[config.mk]
export PLATFORM = sky130hd
export DESIGN_NAME = calc_cmd_sequencer
export DESIGN_NICKNAME = d
export VERILOG_FILES = /design/src/rtl/calc_pkg.sv /design/src/rtl/calc_div_unit.sv /design/src/rtl/calc_cmd_sequencer.sv
export SDC_FILE = /design/constraint.sdc
export NUM_CORES = 1
export LEC_CHECK = 0
export CORE_ASPECT_RATIO = 1.1
export CORE_MARGIN = 5
export CORE_UTILIZATION = 55
export DETAILED_ROUTE_END_ITERATION = 16
export PLACE_DENSITY = 0.79
export SKIP_LAST_GASP = 1
export SLEW_MARGIN = 40
export SYNTH_ARGS = -nofsm -noshare
export SYNTH_HDL_FRONTEND = slang
export SYNTH_SLANG_ARGS = --single-unit
[constraint.sdc]
create_clock -name i_clk -period 7.93 [get_ports i_clk]
set_input_delay 2.379 -clock i_clk [delete_from_list [all_inputs] [get_ports i_clk]]
set_output_delay 2.379 -clock i_clk [all_outputs]
set_load 0.02 [all_outputs]
[src/rtl/calc_pkg.sv]
// Shared types and defaults for the calculator command sequencer and its divider.
package calc_pkg;

  localparam int CALC_WIDTH = 8;

  typedef enum logic [1:0] {
    CMD_OPERAND = 2'd0,
    CMD_OP      = 2'd1,
    CMD_EQUALS  = 2'd2,
    CMD_CLEAR   = 2'd3
  } cmd_type_e;

  typedef enum logic [1:0] {
    OP_ADD = 2'd0,
    OP_SUB = 2'd1,
    OP_MUL = 2'd2,
    OP_DIV = 2'd3
  } op_code_e;

  typedef enum logic [2:0] {
    ST_IDLE    = 3'd0,
    ST_HAVE_A  = 3'd1,
    ST_HAVE_OP = 3'd2,
    ST_HAVE_B  = 3'd3,
    ST_EXEC    = 3'd4,
    ST_RESULT  = 3'd5
  } calc_state_e;

  // Operand slots that take the next OPERAND command as A rather than B.
  function automatic logic loadsOperandA(calc_state_e s);
    return (s == ST_IDLE) || (s == ST_HAVE_A);
  endfunction

endpackage

[src/rtl/calc_div_unit.sv]
// Restoring unsigned divider producing one quotient bit per clock.
// The first bit is resolved on the start edge, so done pulses WIDTH-1 edges later.
module calc_div_unit
  import calc_pkg::*;
#(
  parameter int WIDTH = CALC_WIDTH
) (
  input  logic             i_clk,
  input  logic             i_reset,
  input  logic             i_start,
  input  logic [WIDTH-1:0] i_dividend,
  input  logic [WIDTH-1:0] i_divisor,
  output logic             o_done,
  output logic [WIDTH-1:0] o_quotient
);

  localparam int CNT_W = $clog2(WIDTH + 1);

  logic [WIDTH-1:0] r_rem;
  logic [WIDTH-1:0] r_divisor;
  logic [WIDTH-1:0] r_shift;
  logic [WIDTH-1:0] r_quotient;
  logic [CNT_W-1:0] r_count;
  logic             r_active;
  logic             r_done;

  logic [WIDTH-1:0] w_curRem;
  logic [WIDTH-1:0] w_curDivisor;
  logic             w_curBit;
  logic [WIDTH:0]   w_trial;
  logic             w_qBit;
  logic [WIDTH-1:0] w_nextRem;

  // A start pulse feeds the step directly from the inputs so no cycle is spent loading.
  always_comb begin
    w_curRem     = i_start ? '0 : r_rem;
    w_curBit     = i_start ? i_dividend[WIDTH-1] : r_shift[WIDTH-1];
    w_curDivisor = i_start ? i_divisor : r_divisor;
    w_trial      = {w_curRem, w_curBit};
    w_qBit       = (w_trial >= {1'b0, w_curDivisor});
    w_nextRem    = w_qBit ? WIDTH'(w_trial - {1'b0, w_curDivisor}) : w_trial[WIDTH-1:0];
  end

  always_ff @(posedge i_clk or posedge i_reset) begin
    if (i_reset) begin
      r_rem      <= '0;
      r_divisor  <= '0;
      r_shift    <= '0;
      r_quotient <= '0;
      r_count    <= '0;
      r_active   <= 1'b0;
      r_done     <= 1'b0;
    end else begin
      r_done <= 1'b0;
      if (i_start) begin
        r_rem      <= w_nextRem;
        r_divisor  <= i_divisor;
        r_shift    <= i_dividend << 1;
        r_quotient <= {{(WIDTH-1){1'b0}}, w_qBit};
        r_count    <= CNT_W'(WIDTH - 1);
        r_active   <= 1'b1;
      end else if (r_active) begin
        r_rem      <= w_nextRem;
        r_shift    <= r_shift << 1;
        r_quotient <= {r_quotient[WIDTH-2:0], w_qBit};
        r_count    <= r_count - CNT_W'(1);
        if (r_count == CNT_W'(1)) begin
          r_active <= 1'b0;
          r_done   <= 1'b1;
        end
      end
    end
  end

  assign o_done     = r_done;
  assign o_quotient = r_quotient;

endmodule

[src/rtl/calc_cmd_sequencer.sv]
// Command-level controller: builds A-op-B from a command stream, executes it and
// hands the result downstream over a valid/ready interface.
module calc_cmd_sequencer
  import calc_pkg::*;
#(
  parameter int WIDTH = CALC_WIDTH
) (
  input  logic             i_clk,
  input  logic             i_reset,
  input  logic             i_cmd_valid,
  output logic             o_cmd_ready,
  input  logic [1:0]       i_cmd_type,
  input  logic [WIDTH-1:0] i_cmd_data,
  output logic             o_res_valid,
  input  logic             i_res_ready,
  output logic [WIDTH-1:0] o_res_data,
  output logic             o_res_err,
  output logic             o_busy,
  output logic [2:0]       o_state_dbg
);

  calc_state_e      r_state;
  logic [WIDTH-1:0] r_operandA;
  logic [WIDTH-1:0] r_operandB;
  op_code_e         r_op;
  op_code_e         r_pendOp;
  logic             r_pend;
  logic             r_cmdReady;
  logic             r_resValid;
  logic [WIDTH-1:0] r_resData;
  logic             r_resErr;
  logic             r_busy;
  logic             r_divStart;

  logic             w_accept;
  cmd_type_e        w_cmdType;
  op_code_e         w_cmdOp;
  logic             w_divDone;
  logic [WIDTH-1:0] w_quotient;
  logic [2*WIDTH-1:0] w_product;
  logic             w_divByZero;
  logic             w_execDone;
  logic [WIDTH-1:0] w_aluData;
  logic             w_aluErr;

  assign w_accept  = i_cmd_valid && r_cmdReady;
  assign w_cmdType = cmd_type_e'(i_cmd_type);
  assign w_cmdOp   = op_code_e'(i_cmd_data[1:0]);

  calc_div_unit #(
    .WIDTH(WIDTH)
  ) u_div (
    .i_clk      (i_clk),
    .i_reset    (i_reset),
    .i_start    (r_divStart),
    .i_dividend (r_operandA),
    .i_divisor  (r_operandB),
    .o_done     (w_divDone),
    .o_quotient (w_quotient)
  );

  // Division by zero never starts the divider, so it finishes like the one-cycle ops.
  always_comb begin
    w_product   = (2*WIDTH)'(r_operandA) * (2*WIDTH)'(r_operandB);
    w_divByZero = (r_operandB == '0);
    w_aluData   = '0;
    w_aluErr    = 1'b0;
    w_execDone  = 1'b1;
    case (r_op)
      OP_ADD: w_aluData = r_operandA + r_operandB;
      OP_SUB: w_aluData = r_operandA - r_operandB;
      OP_MUL: begin
        w_aluData = w_product[WIDTH-1:0];
        w_aluErr  = |w_product[2*WIDTH-1:WIDTH];
      end
      OP_DIV: begin
        w_aluData  = w_divByZero ? '1 : w_quotient;
        w_aluErr   = w_divByZero;
        w_execDone = w_divByZero || w_divDone;
      end
      default: w_aluData = '0;
    endcase
  end

  always_ff @(posedge i_clk or posedge i_reset) begin
    if (i_reset) begin
      r_state    <= ST_IDLE;
      r_operandA <= '0;
      r_operandB <= '0;
      r_op       <= OP_ADD;
      r_pendOp   <= OP_ADD;
      r_pend     <= 1'b0;
      r_cmdReady <= 1'b1;
      r_resValid <= 1'b0;
      r_resData  <= '0;
      r_resErr   <= 1'b0;
      r_busy     <= 1'b0;
      r_divStart <= 1'b0;
    end else begin
      r_divStart <= 1'b0;
      case (r_state)
        ST_IDLE, ST_HAVE_A, ST_HAVE_OP, ST_HAVE_B: begin
          if (w_accept) begin
            case (w_cmdType)
              CMD_CLEAR: begin
                r_operandA <= '0;
                r_operandB <= '0;
                r_op       <= OP_ADD;
                r_pendOp   <= OP_ADD;
                r_pend     <= 1'b0;
                r_state    <= ST_IDLE;
              end
              CMD_OPERAND: begin
                if (loadsOperandA(r_state)) begin
                  r_operandA <= i_cmd_data;
                  r_state    <= ST_HAVE_A;
                end else begin
                  r_operandB <= i_cmd_data;
                  r_state    <= ST_HAVE_B;
                end
              end
              CMD_OP: begin
                // An operator after B runs the pending expression and keeps the new op for the chain.
                if (r_state == ST_HAVE_B) begin
                  r_pendOp   <= w_cmdOp;
                  r_pend     <= 1'b1;
                  r_state    <= ST_EXEC;
                  r_cmdReady <= 1'b0;
                  r_busy     <= 1'b1;
                  r_divStart <= (r_op == OP_DIV) && (r_operandB != '0);
                end else begin
                  if (r_state == ST_IDLE) r_operandA <= '0;
                  r_op    <= w_cmdOp;
                  r_state <= ST_HAVE_OP;
                end
              end
              CMD_EQUALS: begin
                if (r_state == ST_HAVE_B) begin
                  r_state    <= ST_EXEC;
                  r_cmdReady <= 1'b0;
                  r_busy     <= 1'b1;
                  r_divStart <= (r_op == OP_DIV) && (r_operandB != '0);
                end
              end
              default: r_state <= r_state;
            endcase
          end
        end
        ST_EXEC: begin
          if (w_execDone) begin
            r_resValid <= 1'b1;
            r_resData  <= w_aluData;
            r_resErr   <= w_aluErr;
            r_busy     <= 1'b0;
            r_state    <= ST_RESULT;
          end
        end
        ST_RESULT: begin
          if (i_res_ready) begin
            r_resValid <= 1'b0;
            r_cmdReady <= 1'b1;
            if (r_resErr) begin
              r_operandA <= '0;
              r_operandB <= '0;
              r_op       <= OP_ADD;
              r_pendOp   <= OP_ADD;
              r_pend     <= 1'b0;
              r_state    <= ST_IDLE;
            end else if (r_pend) begin
              r_operandA <= r_resData;
              r_op       <= r_pendOp;
              r_pend     <= 1'b0;
              r_state    <= ST_HAVE_OP;
            end else begin
              r_operandA <= r_resData;
              r_state    <= ST_HAVE_A;
            end
          end
        end
        default: begin
          r_state    <= ST_IDLE;
          r_cmdReady <= 1'b1;
          r_resValid <= 1'b0;
          r_busy     <= 1'b0;
        end
      endcase
    end
  end

  assign o_cmd_ready = r_cmdReady;
  assign o_res_valid = r_resValid;
  assign o_res_data  = r_resData;
  assign o_res_err   = r_resErr;
  assign o_busy      = r_busy;
  assign o_state_dbg = r_state;

endmodule

After elaboration in Yosys (flattened, before gate mapping). Cells that the tools add are included.

Bits in registers: 75. Bits in latches: 0. Memory bits (writable): 0. Bits in read-only memories: 0. Input port bits: 14. Word-level logic and storage cells: 159. Memories kept: 0.

$add $sub $neg: 4. Multiply operators: 1. Div/mod/pow operators: 0. $lt $le $gt $ge: 1. Eq/ne operators: 28. Shift operators: 0. Multiplexer cells: 79. Bitwise operators: 3. Reductions and logical operators: 24.

Operator list (count): $mux W8 (20); $pmux W8 S2 (3); $pmux W8 S4 (1); $mux W2 (12); $pmux W8 S3 (1); $mux W1 (23); $ne A3 B3 Y1 const B (7); $reduce_and A6 Y1 (3); $mul A8 B8 Y16 (1); $pmux W2 S2 (4); $sub A8 B8 Y8 (2); $mux W3 (5); $reduce_and A5 Y1 (3); $ne A2 B2 Y1 const B (6); $pmux W3 S4 (1); $ge A9 B8 Y1 (1); $pmux W1 S3 (3); $pmux W3 S3 (1); $add A8 B8 Y8 (1); $eq A2 B2 Y1 const B (4); $logic_not A8 Y1 (1); $mux W4 (2); $reduce_bool A8 Y1 (1); $reduce_or A8 Y1 (1); 21 further kinds (33).

Longest topological paths before layout. Gate-level depths: netlist (run 1).

Word-level depth: 6. Gate-level depth with buffers: 19. Gate-level depth less buffers: 17.

Cells and area by module. Synthesis (run 1) repeated with hierarchy kept, for this count alone.

Cells, all modules: 749. Area total of the unflattened synthesis: 6651.4 um^2.

Modules (own cells, without submodules): calc_cmd_sequencer (instances 1, cells an instance 551, area each 4556.9 um^2); calc_div_unit (instances 1, cells an instance 198, area each 2094.5 um^2).

Least setup slack after synthesis (run 1). Ideal clock, no wire load.

Kind: reg-to-reg. From: register r_operandB[4]. To: register r_resErr, in the netlist o_res_err. Setup time: 0.132 ns. Arrival time: 4.493 ns. Path slack: 3.305 ns. Stages on the path, launching flop included: 17. Path through: dfrtp_1 > clkbuf_1 > nand2_1 > fa_1 > fa_1 > fa_1 > fa_1 > inv_1 > ha_1 > clkbuf_1 > a211o_1 > a22oi_1 > o31ai_1 > nor4_1 > o311ai_0 > nor4_1 > a31oi_1.

Longest elaborated chain between the ends: 4. Elaborated cells on any way between the ends: 7. Classes of those cells: mul: 1; mux: 2; reduce/logical: 4.

RTL lines: from (decl) (RTL line calc_cmd_sequencer.sv:24) `logic [WIDTH-1:0] r_operandB;`; from (signal assigned) (RTL line calc_cmd_sequencer.sv:118) `r_operandB <= i_cmd_data;`; branches (longest 4 deep; another with $mul A8 B8 Y16); to (signal assigned) (RTL line calc_cmd_sequencer.sv:153) `r_resErr <= w_aluErr;`; to (decl) (RTL line calc_cmd_sequencer.sv:31) `logic r_resErr;`.

Parallel ways; which one is timed is not known. A chain may end at the register's enable or synchronous reset.

Worst setup path in the final report (run 1). Ends and elaborated chain as after synthesis.

==> impl_metrics.csv, run 1 <==
group,metric,value,unit
die,die_y,125,um
synthesis,synth.net_count,858,
global_routing,grt_first_pass_wirelength,26200,um
synthesis,synthArstFlopShare,100,%
critical_path,cp_top_family,"adder cells",
cells_and_area,finish.utilization,60.6,%
critical_path,cp.depth,16,
pwr,combPwrFrac,51.5,%
global_routing,grt_max_degree,75,
clocking,cts-buffers-inserted,9,
sta,hold_ws,512,ps
clocking,cts_root_buffer,"clkbuf_16",
job,drv_cap,0,
critical_path,start_kind,"register",
critical_path,max_stage_delay,550,ps
sta,finalSetupViolCount,0,
die,row_count,42,
placed_design,place_hpwl,11200,um
global_routing,grt_use_total,22.4,%
synthesis,synth_seq_area_share,28.0,%
critical_path,cp_max_fo,13,
pwr,seqPwrFrac,29.6,%
run_status,status,"finished clean",
synthesis,syn_area,6610,um2
synthesis,ys_ff_latch,74,
cells_and_area,antenna_cells,0,
drt,wl_met3,768,um
critical_path,critPathKind,"reg2reg",
critical_path,cp-end-kind,"register",
placed_design,place_congestion,0.947,
die,dieArea,14300,um2
sta,finalHoldViolCount,0,
synthesis,ys_warn_count,0,
critical_path,crit_arrival,5160,ps
cells_and_area,nets,856,
clocking,path_clk_slew,60,ps
synthesis,yosysTopAreaCellShare,27.6,%
drt,drt_iter0_markers,438,
critical_path,path_buf_inv,4,
clocking,tritoncts,"done",
die,io_pins,29,
drt,routed_wl,15000,um
clocking,clkSinkCount,74,
sta,finalCritPeriodShare,62.4,%
critical_path,crit_slowest_cell,"dfrtp_1",
die,die_w,115,um
global_routing,antenna_found_initial,0,
clocking,clock_path_buffers,2,
synthesis,synth.avg_cell_area,8.86,um2
sta,relSlewSlack,48.5,%
drt,wire_per_inst,16.6,um
drt,routed-wl-met2,7320,um
sta,finalClockSkew,6.35,ps
pwr,p_leak,3.37,nW
cells_and_area,final.fill_count,989,
drt,drt_pre_antenna_iters,5,
drt,num_vias,5257,
pwr,p_total,2.27,mW
synthesis,yosys.area.top_type,"dfrtp_1",
synthesis,synthFlopType,"dfrtp_1",
drt,routed.top_layer,"met4",
sta,fin_tns_setup,0,ps
global_routing,grt_overflow_total,0,
drt,antenna_left,0,
pwr,ir_drop,0.269,mV
synthesis,synth-edff-count,0,
drt,vias_per_cell,5.82,
clocking,htreeDepth,3,
synthesis,synth_area_leaders,"dfrtp_1 (28%), fa_1 (12%), ha_1 (11%), mux2i_1 (5.0%), inv_1 (4.7%)",
clocking,clock_latency,350,ps
pwr,intPower,1.26,mW
synthesis,ys_top_cells_by_count,"inv_1 (83), nand2_1 (83), dfrtp_1 (73)",
pwr,p_switching,1.02,mW
clocking,cts_setup_buffers,0,
pwr,p_per_area,314,nW/um2
synthesis,postSynthCellCount,746,
global_routing,first_global_vias,5407,
sta,max_freq,0.202,GHz
sta,drv_slew,0,
sta,grt_setup_unrepaired,"false",
hold_path,hold_path_depth,2,
critical_path,crit_required,8140,ps
clocking,ctsHoldBuffers,0,
synthesis,ys_types,65,
drt,drc_errors,0,
clocking,cts_resized,0,
pwr,swShare,44.7,%
drt,wl_met1,6480,um
cells_and_area,drive_gt1_share,6.01,%
sta,period_minus_slack,4950,ps
placed_design,port_buffers,28,
critical_path,reg2regPathDepth,16,
sta,max_slew.worst_pin.slew,773,ps
critical_path,worstPathCellList,"and2_1 -> fa_1 -> inv_1 -> fa_1 -> inv_1 -> fa_1 -> inv_1 -> fa_1 -> inv_1 -> ha_1 -> a41oi_1 -> o21ai_1 -> o31ai_1 -> xnor2_1 -> nor4_1 -> a31oi_1",
hold_path,min_path_type,"reg2reg",
die,start_util,55.4,%
cells_and_area,area_growth,9.39,%
pwr,power.share.clock,18.9,%
die,core,11900,um2
routing by layer:
metal  GRT usage [%]  vias to the layer above
li1                -                     2498
met2            35.9                      157
met5               0                        -
met1            30.1                     2569
met3            3.82                       33
met4            8.67                        0
final timing paths:
check	from	end	slack, ps
setup / recovery	r_operandB[4]	o_res_err	2980
hold / removal	u_div.r_rem[0]	u_div.r_rem[0]	510
setup reg to reg	r_operandB[4]	o_res_err	2980
hold reg to reg	u_div.r_rem[0]	u_div.r_rem[0]	510
max in group asynchronous	i_reset	u_div.r_divisor[6]	4960
min in group asynchronous	i_reset	o_res_valid	2530
metrics by stage:
step	cells	instance area, um2	worst slack, ps
floorplan	746	6610	3310
finish	903	7230	2980
global route	903	7230	2630
CTS	903	7220	3000
detailed placement	887	6900	3000
global placement	887	6900	3180
layout make-up:
type,count,area [um2],area share (%)
Multi-Input combinational cell,543,4250,58.7
Tap cell,154,193,2.66
Clock inverter,5,62.6,0.865
Clock buffer,11,253,3.49
Timing Repair Buffer,31,307,4.24
Inverter,85,319,4.41
Sequential cell,74,1850,25.6
sequential cells by signal (all words and copies together) (netlist names):
name / count
o_busy: 1
o_cmd_ready: 1
o_res_data: 8
o_res_err: 1
o_res_valid: 1
o_state_dbg: 3
r_divStart: 1
r_op: 2
r_operandA: 8
r_operandB: 8
r_pend: 1
r_pendOp: 2
u_div.o_done: 1
u_div.o_quotient: 8
u_div.r_active: 1
u_div.r_count: 4
u_div.r_divisor: 8
u_div.r_rem: 8
u_div.r_shift: 7
kinds of logic after synthesis:
logic type	after synthesis	synth area share [%]
muxes	39	6.13
DFF	74	28.0
and+or+nand+nor	226	16.7
buffers and inverters	129	7.97
AOI/OAI and AO/OA	155	15.0
xor gates and xnor gates	25	3.31
adders and majority gates	98	22.9
worst reg2reg max path: cells and delay by family (launching register included):
family | cells | cell delay [ps]
compound gates | 4 | 960
buf+inv | 4 | 210
simple gates | 2 | 540
xor+xnor | 1 | 140
fa+ha+maj | 5 | 2420
flops | 1 | 550
power groups by stage:
stage / registers (mW) / logic, mW / clock network (mW)
4_1_cts: 0.667 / 1.16 / 0.432
6_report: 0.673 / 1.17 / 0.429
2_1_floorplan: 0.602 / 0.923 / 0
3_3_place_gp: 0.665 / 1.12 / 0
3_5_place_dp: 0.672 / 1.16 / 0
5_1_grt: 0.693 / 1.31 / 0.450
cell usage in the layout (no fill, tap or decap), types with 3 or more instances in the layout:
master           instances
nand2_1                 83
inv_1                   82
dfrtp_1                 73
ha_1                    60
o21ai_0                 44
a21oi_1                 41
nor2_1                  41
fa_1                    38
mux2i_1                 33
and2_1                  33
clkdlybuf4s50_1         28
xnor2_1                 19
nor2b_1                 14
nor3_1                   9
a22oi_1                  9
clkbuf_16                9
nand3_1                  8
a21o_1                   7
a31oi_1                  7
o211ai_1                 6
xor2_1                   6
or3_1                    5
and3_1                   5
a211oi_1                 5
nand2b_1                 5
o21ai_1                  5
o22ai_1                  5
or2_2                    4
nor4_1                   4
mux2_2                   4
inv_2                    3
nor2_2                   3
nand4_1                  3
o311ai_0                 3
o31ai_1                  3
No activity file was read; power rests on OpenSTA's default activity.
==> run 2: changes to the inputs <==
Settings changed: PLACE_DENSITY 0.79 to 0.82.
Clock period 7.93 ns to 4.45 ns, I/O delays scaled along.
==> run 2 against run 1 <==
Total power grew 93%. Non-clock buffer count grew 49. Final area grew 7.5%. Maximum frequency grew 13%. Largest power group unchanged. Critical path depth grew 1. Via count grew 7.8%.
==> impl_metrics.csv, run 2 (same netlist as run 1, synthesis figures left out) <==
group,metric,value,unit
clocking,htreeDepth,3,
sta,finalSetupViolCount,0,
cells_and_area,layout_common_cells,"nand2_1 (80), inv_1 (77), dfrtp_1 (64)",
sta,hold_ws,492,ps
pwr,p_leak,3.62,nW
drt,drc_errors,0,
global_routing,antenna_found_initial,0,
clocking,clock_path_buffers,2,
pwr,p_total,4.39,mW
placed_design,dp_cells,921,
cells_and_area,fin_cells,952,
clocking,clock_latency,340,ps
placed_design,port_buffers,28,
sta,period_minus_slack,4360,ps
critical_path,cp-end-kind,"register",
drt,num_vias,5669,
critical_path,critPathKind,"reg2reg",
placed_design,place_congestion,0.961,
clocking,tritoncts,"done",
pwr,ir_drop,0.591,mV
critical_path,start_kind,"register",
global_routing,grt_first_pass_wirelength,28600,um
drt,routed_wl,17400,um
sta,grt_setup_unrepaired,"true",
clocking,ctsHoldBuffers,0,
critical_path,crit_required,4660,ps
sta,max_slew.worst_pin.slew,780,ps
sta,finalCritPeriodShare,97.9,%
cells_and_area,drive_gt1_share,16.3,%
cells_and_area,nets,905,
sta,drv_slew,0,
sta,finalHoldViolCount,0,
cells_and_area,finish.utilization,65.2,%
placed_design,place_hpwl,12800,um
clocking,clkSinkCount,74,
drt,drt_iter0_markers,406,
drt,antenna_left,0,
drt,vias_per_cell,5.95,
cells_and_area,antenna_cells,0,
drt,drt_pre_antenna_iters,5,
cells_and_area,final.fill_count,847,
die,dieArea,14300,um2
clocking,cts-buffers-inserted,9,
cells_and_area,layout_commonest_cell,"nand2_1",
hold_path,min_path_type,"reg2reg",
die,core,11900,um2
global_routing,grt_max_degree,44,
global_routing,grt_use_total,24.7,%
sta,max_freq,0.229,GHz
die,die_w,115,um
pwr,p_per_area,565,nW/um2
cells_and_area,area_growth,17.6,%
die,row_count,42,
die,die_y,125,um
sta,relSlewSlack,47.9,%
global_routing,grt_overflow_total,0,
critical_path,cp_max_fo,5,
critical_path,crit_arrival,4570,ps
global_routing,first_global_vias,5986,
die,start_util,55.4,%
clocking,cts_root_buffer,"clkbuf_16",
drt,wire_per_inst,18.2,um
die,io_pins,29,
clocking,path_clk_slew,70,ps
run_status,status,"finished clean",
sta,finalClockSkew,11.4,ps
job,drv_cap,0,
run 2: metal layers:
layer | wire length [um] | vias to the layer above | GRT usage [%]
met5 | 0 | - | 0
met4 | 515 | 0 | 9.57
met3 | 1140 | 58 | 3.96
met2 | 8870 | 257 | 43.0
met1 | 6830 | 2760 | 30.4
li1 | - | 2594 | -
run 2: worst paths after layout:
kind | startpoint | end | slack (ps) | cells past startpoint
hold / removal | u_div.r_rem[0] | u_div.r_rem[0] | 490 | 2
min in group asynchronous | i_reset | o_res_valid | 1430 | 2
hold reg to reg | u_div.r_rem[0] | u_div.r_rem[0] | 490 | 2
setup reg to reg | r_operandA[3] | o_res_err | 90 | 17
max in group asynchronous | i_reset | r_operandB[5] | 2330 | 3
setup / recovery | r_operandA[3] | o_res_err | 90 | 17
run 2: layout make-up:
class	instances	area [um2]	share of cell area [%]
sequential	74	1860	24.0
tap	154	193	2.48
clock buffer	10	239	3.07
timing repair buffer	80	694	8.93
multi-input combinational	543	4370	56.2
inverter	85	319	4.10
clock inverter	6	95.1	1.22
run 2: worst max-delay path, stage by stage, from the launching register on:
cell and delay (ps):
dfrtp_2 420, buf_6 150, nand2_1 120, fa_1 410, inv_1 90, fa_1 440, fa_1 570, inv_2 40
fa_2 520, inv_2 40, ha_4 150, a211o_1 270, a22oi_2 180, o31ai_2 110, nor4_2 240, o311ai_1 130
nor4_1 230, a31oi_1 110
run 2: timing repair:
| action | in CTS | in global routing |
|---|---|---|
| pin swaps | 19 | 25 |
| gates resized for setup | 10 | 30 |
| setup endpoints to repair | 1 | 1 |
| setup buffers | 8 | 7 |
run 2: power by group:
| part | internal (mW) | switching [mW] |
|---|---|---|
| clock network | 0.512 | 0.302 |
| logic | 1.07 | 1.43 |
| registers | 0.874 | 0.207 |
run 2: metrics by stage:
step | area (um2) | TNS [ps] | worst slack (ps)
CTS | 7600 | 0 | 0.129
global placement | 7180 | 0 | 84.4
floorplan | 6670 | 0 | 0.797
finish | 7780 | 0 | 92.4
global route | 7780 | -69.3 | -69.3
detailed placement | 7180 | -47.3 | -47.3
==> RTL change, RTL diff (flow settings as in run 2) <==
The package constant `CALC_WIDTH` goes from 8 to 16.
--- a/src/rtl/calc_pkg.sv
+++ b/src/rtl/calc_pkg.sv
@@ -1,7 +1,7 @@
 // Shared types and defaults for the calculator command sequencer and its divider.
 package calc_pkg;
 
-  localparam int CALC_WIDTH = 8;
+  localparam int CALC_WIDTH = 16;
 
   typedef enum logic [1:0] {
     CMD_OPERAND = 2'd0,
Interface: changed (resized i_cmd_data and o_res_data); port bits go from 29 to 45. The function was not compared with the original's and may differ.
==> RTL change against run 2 <==
  * The flow now finishes with violations (negative setup slack)
  * Worst hold slack worse by 0.0086 ns
  * Non-clock buffer count is 199 higher
  * Final cell count grew to 2.7 times the old value
  * Setup slack worse by 1.8 ns
  * Wire length grew to 2.8 times the old value
  * Core utilization is 2.6 points higher
  * Synthesized area grew to 2.6 times the old value
  * Sequential share of layout area is 8.0 points lower
  * Design area grew to 2.7 times the old value
  * Via count grew to 2.6 times the old value
  * Sequential cell count is 57 higher
  * Critical endpoint unchanged
Power is left out: it rests on default switching activity, and per cell area and clock period it moved more than threefold.
==> RTL change: results (changes against run 2) <==
TIMING
--------------------------------------------------------------------------------
Worst-Margin Slew .................................................     0.697 ns   -0.0839 ns
Final setup TNS ...................................................    -10.61 ns   -10.61 ns
Setup-violating endpoint count in the final report ................           10   +10
Setup clock skew after layout .....................................    0.0115 ns   +0.0000802 ns
PnR worst setup slack .............................................     -1.74 ns   -1.83 ns

OUTCOME
--------------------------------------------------------------------------------
Run status ........................................................ complete, but fails checks
Failing checks .................................................... negative setup slack

DRT
--------------------------------------------------------------------------------
Detailed router's first-iteration violation count .................         1287   +220%
Via density .......................................................         5.80   -2.5%
Routed wirelength normalized by instance count .................... 19.1 microns   +4.7%
Pre-antenna DRT Iters .............................................            7   +2

SYNTHESIS
--------------------------------------------------------------------------------
Post-synthesis cell type count ....................................           78   +20%
Nets in the synthesized netlist ...................................         2315   +170%
Syn Area/Cell .....................................................   8.65 sq um   -2.4%
XOR/XNOR Fraction of Synth Area ...................................        3.11%   -0.20 points
Sequential area share after synthesis .............................        19.4%   -8.6 points
Multiplexer share of the synthesized area .........................        3.55%   -2.6 points
Complex-gate fraction of the synthesized area .....................        12.8%   -2.2 points
Largest cells by area after synthesis ............................. sky130_fd_sc_hd__fa_1 (23%), sky130_fd_sc_hd__dfrtp_1 (19%), sky130_fd_sc_hd__ha_1 (11%)
Fraction of the mapped netlist area in adder cells ................        33.9%   +11 points
Top cells by count, synth ......................................... sky130_fd_sc_hd__nand2_1 (280), sky130_fd_sc_hd__inv_1 (259), sky130_fd_sc_hd__fa_1 (196)

GLOBAL ROUTE
--------------------------------------------------------------------------------
Via count of the first global-routing pass ........................        15400   +160%
Total global routing track utilization ............................        28.3%   +3.6 points
Maximum number of pins on one net before global-route repair ......           68   +55%
Initial antenna violation count ...................................            4   +4

CLOCKING
--------------------------------------------------------------------------------
# H-tree levels ...................................................            4   +1
Latest clock arrival within the worst-skew pair ...................      0.42 ns   +0.08 ns
Clock buffers created by TritonCTS ................................           17   +8

CELLS AND AREA
--------------------------------------------------------------------------------
Relative area change from synthesis to final layout ...............        22.1%
Fraction of final layout cells with drive strength greater than 1 .        18.0%   +1.7 points
Cell Count, Final, Fillers Out ....................................         2568   +170%

PLACED DESIGN
--------------------------------------------------------------------------------
HPWL Detailed .....................................................      38.5 mm   +200%
Placed cells ......................................................         2521   +170%
Placement Setup Slack .............................................     -1.86 ns   -1.82 ns
RePlAce Congestion ................................................        0.986   +2.6%
Port buffer count .................................................           44   +57%
Area after DPL ....................................................  19500 sq um   +170%

SETUP PATH
--------------------------------------------------------------------------------
WP data arrival ...................................................      6.48 ns   +1.91 ns
Crit path max fanout ..............................................           14   +9

[RTL change: area by class of cell]
type	instances	area share [%]
flip-flops and latches	131	16.0
inverters	259	4.73
repair buffers	279	11.8
well taps	414	2.51
diodes	2	0.0243
clock inverters	12	1.10
clock buffers	20	2.21
multi-input cells	1451	61.6
[RTL change: cells by family (layout without fill, tap and decap cells)]
| group | after synthesis | count (layout) |
|---|---|---|
| and+or+nand+nor | 665 | 665 |
| buffers and inverters | 371 | 570 |
| adders and majority gates | 340 | 340 |
| AOI/OAI and AO/OA | 327 | 327 |
| DFF | 131 | 131 |
| xor gates and xnor gates | 60 | 60 |
| muxes | 59 | 59 |
| other | 0 | 2 |
[RTL change: worst paths after layout]
check	slack, ns	depth (start not counted)	start	to
max	-1.74	21	r_operandB[15]$_DFFE_PP0P_	o_res_err$_DFFE_PP0P_
min in group asynchronous	1.31	2	i_reset	u_div.o_quotient[9]$_DFFE_PP0P_
max in group asynchronous	2.46	3	i_reset	r_operandA[14]$_DFFE_PP0P_
min	0.48	2	u_div.r_divisor[7]$_DFF_PP0_	u_div.r_divisor[7]$_DFF_PP0_
max reg2reg	-1.74	21	r_operandB[15]$_DFFE_PP0P_	o_res_err$_DFFE_PP0P_
min reg2reg	0.48	2	u_div.r_divisor[7]$_DFF_PP0_	u_div.r_divisor[7]$_DFF_PP0_
[RTL change: repair_timing]
action                     4_1_cts  5_1_grt
gates resized for setup         40       44
buffers inserted                 5       11
cloned                           0        1
setup endpoints to repair       11       11
pin swaps                       21       23
[RTL change: routing by layer]
metal,vias up,track usage [%],routed length (microns)
met4,4,11.4,2070
met5,-,0,27
met2,704,47.8,24000
li1,6764,-,-
met1,7279,35.2,18900
met3,155,6.40,3980
